## src/rtl/lab3_cache_req_buffer_if.sv

```systemverilog
// Handshake bundle between upstream requester, the request buffer and the cache.
// Every *_val/*_rdy pair uses strict valid/ready semantics: a transfer happens in the cycle where both are high.
interface lab3_cache_req_buffer_if;
  logic        memreq_val;
  logic        memreq_rdy;
  logic [76:0] memreq_msg;
  logic        memresp_val;
  logic        memresp_rdy;
  logic [46:0] memresp_msg;
  logic        cache_req_val;
  logic        cache_req_rdy;
  logic [76:0] cache_req_msg;
  logic        cache_resp_val;
  logic        cache_resp_rdy;
  logic [46:0] cache_resp_msg;
  logic        flush;
  logic        flush_done;

  modport master (
    output memreq_val, memreq_msg, memresp_rdy, cache_req_rdy,
           cache_resp_val, cache_resp_msg, flush,
    input  memreq_rdy, memresp_val, memresp_msg, cache_req_val,
           cache_req_msg, cache_resp_rdy, flush_done
  );

  modport slave (
    input  memreq_val, memreq_msg, memresp_rdy, cache_req_rdy,
           cache_resp_val, cache_resp_msg, flush,
    output memreq_rdy, memresp_val, memresp_msg, cache_req_val,
           cache_req_msg, cache_resp_rdy, flush_done
  );
endinterface

```

## src/rtl/lab3_cache_req_buffer.sv

```systemverilog
// Request FIFO, inflight tracker and flush sequencer in front of the cache.
// Macro LAB3_CACHE_RESP_BUF_EN inserts a 1-entry registered buffer on the response path.
module lab3_cache_req_buffer #(
  parameter int p_num_entries  = 2,
  parameter int p_max_inflight = 4
) (
  input  logic                                clk,
  input  logic                                reset,
  lab3_cache_req_buffer_if.slave              bus,
  output logic [1:0]                          dbg_state,
  output logic [$clog2(p_max_inflight+1)-1:0] dbg_inflight
);
  localparam int QW = $clog2(p_num_entries + 1);
  localparam int PW = (p_num_entries > 1) ? $clog2(p_num_entries) : 1;
  localparam int IW = $clog2(p_max_inflight + 1);
  localparam logic [QW-1:0] QDEPTH = QW'(p_num_entries);
  localparam logic [PW-1:0] PLAST  = PW'(p_num_entries - 1);
  localparam logic [IW-1:0] IMAX   = IW'(p_max_inflight);

  typedef enum logic [1:0] {
    IDLE  = 2'd0,
    DRAIN = 2'd1,
    DONE  = 2'd2
  } state_e;

  state_e          state_q, state_d;
  logic [76:0]     mem_q [p_num_entries];
  logic [PW-1:0]   head_q, head_d, tail_q, tail_d;
  logic [QW-1:0]   count_q, count_d;
  logic [IW-1:0]   inflight_q, inflight_d;
  logic            memreq_rdy_q, memreq_rdy_d;
  logic            flush_done_q, flush_done_d;
  logic            enq, deq, resp_fire, resp_idle;

`ifdef LAB3_CACHE_RESP_BUF_EN
  logic [46:0] rbuf_q, rbuf_d;
  logic        rbuf_full_q, rbuf_full_d;
  logic        rbuf_load;

  // The entry may be refilled in the same cycle it drains upstream.
  assign bus.cache_resp_rdy = !rbuf_full_q || bus.memresp_rdy;
  assign rbuf_load          = bus.cache_resp_val && bus.cache_resp_rdy;
  assign resp_fire          = rbuf_full_q && bus.memresp_rdy;
  assign resp_idle          = !rbuf_full_q && !resp_fire;
  assign bus.memresp_val    = rbuf_full_q;
  assign bus.memresp_msg    = rbuf_q;

  always_comb begin
    rbuf_d      = rbuf_q;
    rbuf_full_d = rbuf_full_q;
    if (rbuf_load) begin
      rbuf_d      = bus.cache_resp_msg;
      rbuf_full_d = 1'b1;
    end else if (resp_fire) begin
      rbuf_full_d = 1'b0;
    end
  end

  always_ff @(posedge clk or posedge reset) begin
    if (reset) begin
      rbuf_q      <= '0;
      rbuf_full_q <= 1'b0;
    end else begin
      rbuf_q      <= rbuf_d;
      rbuf_full_q <= rbuf_full_d;
    end
  end
`else
  assign bus.memresp_val    = bus.cache_resp_val;
  assign bus.memresp_msg    = bus.cache_resp_msg;
  assign bus.cache_resp_rdy = bus.memresp_rdy;
  assign resp_fire          = bus.cache_resp_val && bus.memresp_rdy;
  assign resp_idle          = !resp_fire;
`endif

  assign bus.cache_req_val = (count_q != '0) && (inflight_q < IMAX);
  assign bus.cache_req_msg = mem_q[head_q];
  assign bus.memreq_rdy    = memreq_rdy_q;
  assign bus.flush_done    = flush_done_q;
  assign enq               = bus.memreq_val && memreq_rdy_q;
  assign deq               = bus.cache_req_val && bus.cache_req_rdy;
  assign dbg_state         = state_q;
  assign dbg_inflight      = inflight_q;

  always_comb begin
    head_d     = head_q;
    tail_d     = tail_q;
    count_d    = count_q;
    inflight_d = inflight_q;
    state_d    = state_q;

    if (enq) tail_d = (tail_q == PLAST) ? '0 : tail_q + PW'(1);
    if (deq) head_d = (head_q == PLAST) ? '0 : head_q + PW'(1);

    case ({enq, deq})
      2'b10:   count_d = count_q + QW'(1);
      2'b01:   count_d = count_q - QW'(1);
      default: count_d = count_q;
    endcase

    case ({deq, resp_fire})
      2'b10:   inflight_d = inflight_q + IW'(1);
      2'b01:   inflight_d = inflight_q - IW'(1);
      default: inflight_d = inflight_q;
    endcase

    case (state_q)
      IDLE:    if (bus.flush) state_d = DRAIN;
      DRAIN: begin
        if (!bus.flush) state_d = IDLE;
        else if (count_q == '0 && inflight_q == '0 && resp_idle) state_d = DONE;
      end
      DONE:    if (!bus.flush) state_d = IDLE;
      default: state_d = IDLE;
    endcase

    // Ready is registered from next-cycle occupancy so it reads 0 while reset is held.
    memreq_rdy_d = (count_d != QDEPTH) && (state_d == IDLE);
    flush_done_d = (state_d == DONE);
  end

  always_ff @(posedge clk or posedge reset) begin
    if (reset) begin
      state_q      <= IDLE;
      head_q       <= '0;
      tail_q       <= '0;
      count_q      <= '0;
      inflight_q   <= '0;
      memreq_rdy_q <= 1'b0;
      flush_done_q <= 1'b0;
    end else begin
      state_q      <= state_d;
      head_q       <= head_d;
      tail_q       <= tail_d;
      count_q      <= count_d;
      inflight_q   <= inflight_d;
      memreq_rdy_q <= memreq_rdy_d;
      flush_done_q <= flush_done_d;
    end
  end

  always_ff @(posedge clk) begin
    if (enq) mem_q[tail_q] <= bus.memreq_msg;
  end
endmodule

```

## src/flat_wrapper.sv

```systemverilog
// flat-port wrapper written by rule: the top's interface ports become plain ports
module lab3_cache_req_buffer_flat 
#(
  parameter int p_num_entries  = 2,
  parameter int p_max_inflight = 4
)
  (clk, reset, dbg_state, dbg_inflight, bus_memreq_val, bus_memreq_msg, bus_memresp_rdy, bus_cache_req_rdy, bus_cache_resp_val, bus_cache_resp_msg, bus_flush, bus_memreq_rdy, bus_memresp_val, bus_memresp_msg, bus_cache_req_val, bus_cache_req_msg, bus_cache_resp_rdy, bus_flush_done);
  lab3_cache_req_buffer_if bus_i ();
  input  logic clk;
  input  logic reset;
  output logic [1:0] dbg_state;
  output logic [$clog2(p_max_inflight+1)-1:0] dbg_inflight;
  input wire logic [$bits(bus_i.memreq_val)-1:0] bus_memreq_val;
  input wire logic [$bits(bus_i.memreq_msg)-1:0] bus_memreq_msg;
  input wire logic [$bits(bus_i.memresp_rdy)-1:0] bus_memresp_rdy;
  input wire logic [$bits(bus_i.cache_req_rdy)-1:0] bus_cache_req_rdy;
  input wire logic [$bits(bus_i.cache_resp_val)-1:0] bus_cache_resp_val;
  input wire logic [$bits(bus_i.cache_resp_msg)-1:0] bus_cache_resp_msg;
  input wire logic [$bits(bus_i.flush)-1:0] bus_flush;
  output wire logic [$bits(bus_i.memreq_rdy)-1:0] bus_memreq_rdy;
  output wire logic [$bits(bus_i.memresp_val)-1:0] bus_memresp_val;
  output wire logic [$bits(bus_i.memresp_msg)-1:0] bus_memresp_msg;
  output wire logic [$bits(bus_i.cache_req_val)-1:0] bus_cache_req_val;
  output wire logic [$bits(bus_i.cache_req_msg)-1:0] bus_cache_req_msg;
  output wire logic [$bits(bus_i.cache_resp_rdy)-1:0] bus_cache_resp_rdy;
  output wire logic [$bits(bus_i.flush_done)-1:0] bus_flush_done;
  assign bus_i.memreq_val = bus_memreq_val;
  assign bus_i.memreq_msg = bus_memreq_msg;
  assign bus_i.memresp_rdy = bus_memresp_rdy;
  assign bus_i.cache_req_rdy = bus_cache_req_rdy;
  assign bus_i.cache_resp_val = bus_cache_resp_val;
  assign bus_i.cache_resp_msg = bus_cache_resp_msg;
  assign bus_i.flush = bus_flush;
  assign bus_memreq_rdy = bus_i.memreq_rdy;
  assign bus_memresp_val = bus_i.memresp_val;
  assign bus_memresp_msg = bus_i.memresp_msg;
  assign bus_cache_req_val = bus_i.cache_req_val;
  assign bus_cache_req_msg = bus_i.cache_req_msg;
  assign bus_cache_resp_rdy = bus_i.cache_resp_rdy;
  assign bus_flush_done = bus_i.flush_done;
  lab3_cache_req_buffer #(.p_num_entries(p_num_entries), .p_max_inflight(p_max_inflight)) u_core (.clk(clk), .reset(reset), .bus(bus_i), .dbg_state(dbg_state), .dbg_inflight(dbg_inflight));
endmodule
```

## config.mk

```make
export PLATFORM = sky130hd
export DESIGN_NAME = lab3_cache_req_buffer_flat
export DESIGN_NICKNAME = d
export VERILOG_FILES = /design/src/rtl/lab3_cache_req_buffer_if.sv /design/src/rtl/lab3_cache_req_buffer.sv /design/src/flat_wrapper.sv
export SDC_FILE = /design/constraint.sdc
export NUM_CORES = 1
export LEC_CHECK = 0
export ABC_CLOCK_PERIOD_IN_PS = 5550
export CORE_MARGIN = 2
export CORE_UTILIZATION = 32
export CTS_BUF_LIST = sky130_fd_sc_hd__clkbuf_2
export DETAILED_ROUTE_END_ITERATION = 10
export MAX_ROUTING_LAYER = met4
export PLACE_DENSITY = 0.67
export SYNTH_ARGS = -nofsm -noshare
export SYNTH_HDL_FRONTEND = slang
export SYNTH_SLANG_ARGS = --single-unit
```

## constraint.sdc

```tcl
create_clock -name clk -period 5.55 [get_ports clk]
set_clock_uncertainty 0.2 [all_clocks]
set_input_delay 1.11 -clock clk [delete_from_list [all_inputs] [get_ports clk]]
set_output_delay 1.11 -clock clk [all_outputs]
set_load 0.005 [all_outputs]
```

==> results.md, run 1 <==
- Status: complete, no violations
- WL met3: 666 um
- Cell Area, Synth: 6550 um^2
- Synth warn: 0
- DRC violations left: 0
- First-pass GRT wire length: 18,600 um
- Area delta synth->final: 29.6%
- Die height: 147 um
- Synth Net Count: 473
- Hold-fix buffers at CTS: 0
- Placement Cell Area: 8190 um^2
- Hold_ws: 0.350 ns
- Ant diodes: 0
- Critical path class: flop to primary output
- Met1 WL: 5030 um
- Vias in the first global route: 3,558
- Top-area cell type share of the netlist area: 70.6%
- Clock Pin Slew Worst Setup and Hold Paths: 0.23 ns
- Post-CTS setup buffers: 0
- Top routing layer used: met4
- Power Dens Cells: 431 nW/um^2
- H-tree depth: 4
- Async S/R FF share, synth: 6.67%
- Yosys top cell by area: edfxtp_1
- Worst-case vdd ir drop: 332 uV
- Post_cts resized: 0
- Post-synth EDFFs: 154
- Post-Syn Instances: 339
- Most frequent cell after synthesis: edfxtp_1
- Initial antenna violation count: 0
- Avg Synthesized Cell Area: 19.3 um^2
- Ratio of cells with drive above 1 in the final layout: 23.2%
- Fin Setup TNS: 0 ns
- Clk buf depth: 2
- CP Capture Type: primary output
- Relative slew slack: 22.1%
- Grt total ovfl: 0
- Final worst-path cycle share: 75.5%
- Met2 WL post-DR: 6230 um
- Fin. max-slew vios: 0
- Via/cell ratio: 4.33
- Hold Vio Cnt, Final: 0
- Final #Nets: 605
- Boundary Pins: 265
- Total Wirelength: 12,200 um
- CTS tree: built
- Total CTS buffers: 17
- Port Buf Inserts: 170
- Worst skew pair latency: 0.68 ns
- Row cnt: 52
- Ys flop type: edfxtp_1
- Worst Tran Pin Value: 1.17 ns
- Distinct cells, synth: 24
- DR WL/cell: 16.2 um
- Via count: 3,263
- Drt first-iter violations: 212
- Total GRT Usage: 11.7%
- Post-synth top cells: edfxtp_1 (154), mux2_2 (57), buf_4 (49)
- Drt pass-1 iters: 4
- Setup WS pre-CTS: 1.98 ns
- Initial core utilization: 32.5%
- Post-route ant nets: 0
- Worst min path class: flop to flop
- Fmax: 239 MHz
- Sequential area share after synthesis: 74.8%
- GP Congestion: 0.734
- HPWL Detailed: 7890 um
- Clk sink count: 165
- Die area: 21,600 um^2
- Final setup viols: 0
- Post-layout min period: 4.19 ns
- Synth Register Bits: 165
- RSZ-0062 raised after global routing: no
- Worst endpoint required time: 4.24 ns
- Final WS setup: 1.36 ns
- Max FO, Critical Path: 78
- CORE AREA: 20,200 um^2
- Cell area after layout: 8480 um^2
- Max-cap violations: 0
- WP data arrival: 2.88 ns
- Crit start category: flop
- Pin count of the biggest net entering global routing: 79
- CTS Root Cell: clkbuf_2
- Die W: 147 um
- Largest cells by area after synthesis: edfxtp_1 (71%), mux2_2 (9.8%), buf_4 (5.6%), mux2_4 (4.6%), dfrtp_1 (4.2%)
- Pleak: 2.90 nW
==> routing by layer <==
metal	global-route usage (%)	vias to the layer above
met5	-	-
li1	-	1482
met3	3.57	28
met4	4.52	0
met2	19.6	126
met1	13.1	1627
==> state kept, by name, summed over array words and instances, names as in the netlist <==
register               cells
u_core.count_q             2
u_core.dbg_state           2
u_core.mem_q             154
u_core.tail_q              1
u_core.bus.flush_done      1
u_core.bus.memreq_rdy      1
u_core.head_q              1
u_core.dbg_inflight        3
==> stage by stage <==
step / power (W) / std cells / utilization, %
2_1_floorplan: 0.00236 / 339 / -
3_3_place_gp: 0.00293 / 722 / 40.6
3_5_place_dp: 0.00296 / 722 / 40.6
4_1_cts: 0.00373 / 753 / 42.1
5_1_grt: 0.00386 / 753 / 42.1
6_report: 0.00366 / 753 / 42.1
==> final timing paths <==
path                            slack, ns  cells after the start                endpoint                    from
worst max register to register       3.25                      3     u_core.mem_q[0][65]   u_core.bus.memreq_rdy
worst min-delay path                 0.35                      1  u_core.dbg_inflight[2]  u_core.dbg_inflight[2]
worst min register to register       0.35                      1  u_core.dbg_inflight[2]  u_core.dbg_inflight[2]
min in group asynchronous            0.51                      2  u_core.dbg_inflight[2]                   reset
max in group asynchronous            4.29                      2           u_core.head_q                   reset
worst max-delay path                 1.36                      2   bus_cache_req_msg[49]           u_core.head_q
==> worst max-delay path: stages (launching register included) <==
cell	delay [ns]
dfrtp_4	1.25
mux2_2	0.44
clkdlybuf4s50_1	0.45
==> cells by family after synthesis <==
kind of cell,Yosys count,synth area share (%)
flip-flops,165,74.8
buffers and inverters,65,7.11
XOR/XNOR,8,1.07
AO/OA/AOI/OAI,5,0.554
adder cells (fa/ha/maj),3,0.688
AND/OR/NAND/NOR,15,1.19
multiplexers,78,14.5
==> cell type report <==
class	instances	area, um^2
sequential	165	4900
tap	270	338
clock buffer	18	90.1
fill	1821	11700
timing repair buffer	172	1730
multi-input combinational	109	1190
clock inverter	13	205
inverter	6	22.5
==> report_power, final <==
part / switching [W] / leakage, nW / internal (W)
clock: 0.000411 / 0.170 / 0.000341
sequential: 0.000192 / 1.54 / 0.00158
combinational: 0.000361 / 1.19 / 0.000774
total: 0.000964 / 2.90 / 0.00269
==> cell usage in the layout, fill, tap and decap left out <==
cell type        count
nor2_1               3
dfrtp_1             10
xor2_1               3
edfxtp_1           154
buf_12               1
a221oi_1             1
clkbuf_2            18
o21ba_2              1
nand3b_1             1
fa_1                 1
nand2_1              5
clkinvlp_4           1
bufinv_16            5
inv_6                2
clkinv_4             2
clkdlybuf4s50_1    170
o21ai_0              1
dfrtp_4              1
clkinv_2             1
and3_4               1
xnor2_1              5
clkinv_1             2
mux2i_1              1
mux2_4              20
nor4b_1              2
mux2_2              57
inv_1                6
a21oi_1              1
a211oi_1             1
buf_4                1
and2_1               2
nor2_4               1
ha_1                 2
Note: power is estimated with default switching activity, not from simulation.
==> run 2, diff against run 1 <==
- ABC_CLOCK_PERIOD_IN_PS: 5550 -> 4050
- clock period: 5.55 -> 4.05 ns (I/O delays scaled with it)
==> run 2 against run 1 <==
Effect of this change: sequential power increased by 31%; hold slack worse by 0.19 ns; register-to-register slack got worse by 1.5 ns; setup slack lost 1.0 ns; utilization up 0.087 points; clock power grew 21%; final cell count up 0.66%; design area rose by 0.21%; combinational power up 51%; global-route usage grew 0.78 points; sequential cell count is the same; non-clock buffer count rose by 3.
==> results.md, run 2 (synthesis results as in run 1) <==
- Status: complete, no violations
- Clk sink count: 165
- Most common cell after layout, fill and taps aside: clkdlybuf4s50_1
- Die W: 147 um
- Drt first-iter violations: 123
- Worst path top cell family by delay: buffers and inverters
- WP data arrival: 2.71 ns
- DRC violations left: 0
- Pleak: 2.90 nW
- Ratio of cells with drive above 1 in the final layout: 23.7%
- FF-to-FF path depth: 8
- CORE AREA: 20,200 um^2
- Fin Setup TNS: 0 ns
- Die height: 147 um
- Post-layout min period: 3.72 ns
- Via/cell ratio: 4.36
- Post_cts resized: 0
- Final worst-path cycle share: 91.9%
- Crit-path cells: buf_4 -> mux2_2 -> clkdlybuf4s50_1
- Vias in the first global route: 3,588
- Port Buf Inserts: 170
- Final setup viols: 0
- Most frequent cells in the layout: clkdlybuf4s50_1 (170), edfxtp_1 (154), mux2_2 (57), mux2_4 (20), clkbuf_2 (18)
- Post-route ant nets: 0
- First-pass GRT wire length: 19,600 um
- Area delta synth->final: 29.8%
- H-tree depth: 4
- Pin count of the biggest net entering global routing: 42
- Initial antenna violation count: 2
- Register with the most flip-flops: u_core.mem_q
- Clock Pin Slew Worst Setup and Hold Paths: 0.23 ns
- CTS Root Cell: clkbuf_2
- Total CTS buffers: 17
- RSZ-0062 raised after global routing: no
- CP bufs+invs: 2
- Hold-fix buffers at CTS: 0
- Via count: 3,308
- CTS tree: built
- GP Congestion: 0.706
- Max FFs per register: 154
- Total Wirelength: 13,000 um
- Boundary Pins: 265
- Clk buf depth: 2
- Power Dens Cells: 581 nW/um^2
- Placed cell count: 725
- Crit start category: flop
- Row cnt: 52
- Maximum single-stage delay on the critical path: 0.72 ns
- DR WL/cell: 17.2 um
- Critical path class: flop to primary output
- Reg2Reg Setup Slack: 1.77 ns
- Die area: 21,600 um^2
- HPWL Detailed: 8760 um
- Finished Layout Cells: 758
- Final #Nets: 608
- Max-cap violations: 0
- Worst skew pair latency: 0.70 ns
- Worst-case vdd ir drop: 233 uV
- Critical R2R Capture: u_core.dbg_inflight[2]
- Worst endpoint required time: 3.04 ns
- Initial core utilization: 32.5%
- Grt total ovfl: 0
- Drt pass-1 iters: 4
- Worst min path class: input port to asynchronous set/reset pin
- Fmax: 269 MHz
- Worst Tran Pin Value: 0.758 ns
- Max FO, Critical Path: 26
- Fin. max-slew vios: 0
- Hold Vio Cnt, Final: 0
- Total GRT Usage: 12.4%
- Post-CTS setup buffers: 0
- Relative slew slack: 49.3%
- CP Capture Type: primary output
- Slowest CP cell: dfrtp_4
- Crit Reg-Reg Startpoint: u_core.count_q[0]
==> run 2: power breakdown <==
| group | switching [W] | internal, W |
|---|---|---|
| clock network | 0.000565 | 0.000343 |
| logic | 0.000628 | 0.00108 |
| registers | 0.000152 | 0.00217 |
==> run 2: cell type report <==
| cell class | count | area [um^2] |
|---|---|---|
| antenna | 2 | 5.00 |
| clock buffer | 18 | 90.1 |
| clock inverter | 13 | 158 |
| fill | 1833 | 11700 |
| inverter | 6 | 22.5 |
| multi-input combinational | 109 | 1190 |
| sequential | 165 | 4900 |
| tap | 270 | 338 |
| timing repair buffer | 175 | 1790 |
==> run 2: through the flow <==
stage	area [um^2]	hold WS, ns	total power, W	worst slack, ns	util (%)
floorplan	6550	0.279	0.00322	0.507	-
global placement	8250	0.339	0.00406	1.11	40.9
detailed placement	8250	0.351	0.00410	1.06	40.9
CTS	8490	0.0643	0.00504	0.187	42.1
global route	8500	0.0397	0.00521	0.0707	42.1
finish	8500	0.156	0.00494	0.329	42.1
==> run 2: routing by layer <==
layer	global-route usage (%)	up-vias	wire length, um
li1	-	1497	-
met1	13.7	1636	5220
met2	20.3	143	6450
met3	4.91	32	1040
met4	5.05	0	306
met5	-	-	0
==> run 2: worst max path at each step <==
stage                               from                    end  cells after the start  slack [ns]
after global placement     u_core.head_q  bus_cache_req_msg[71]                      3        1.11
after CTS                  u_core.head_q  bus_cache_req_msg[71]                      3        0.19
after floorplan           bus_memreq_val     u_core.mem_q[0][0]                      2        0.51
final                      u_core.head_q  bus_cache_req_msg[61]                      3        0.33
after detailed placement  bus_memreq_val    u_core.mem_q[0][65]                      4        1.06
after global routing       u_core.head_q  bus_cache_req_msg[61]                      3        0.07
==> run 2: worst reg2reg max path: stages (launching register included) <==
cell	delay (ns)
dfrtp_1	0.52
o21ba_2	0.25
nand2_1	0.15
ha_1	0.22
inv_1	0.07
fa_1	0.37
xor2_1	0.16
nor2_1	0.12
xor2_1	0.17
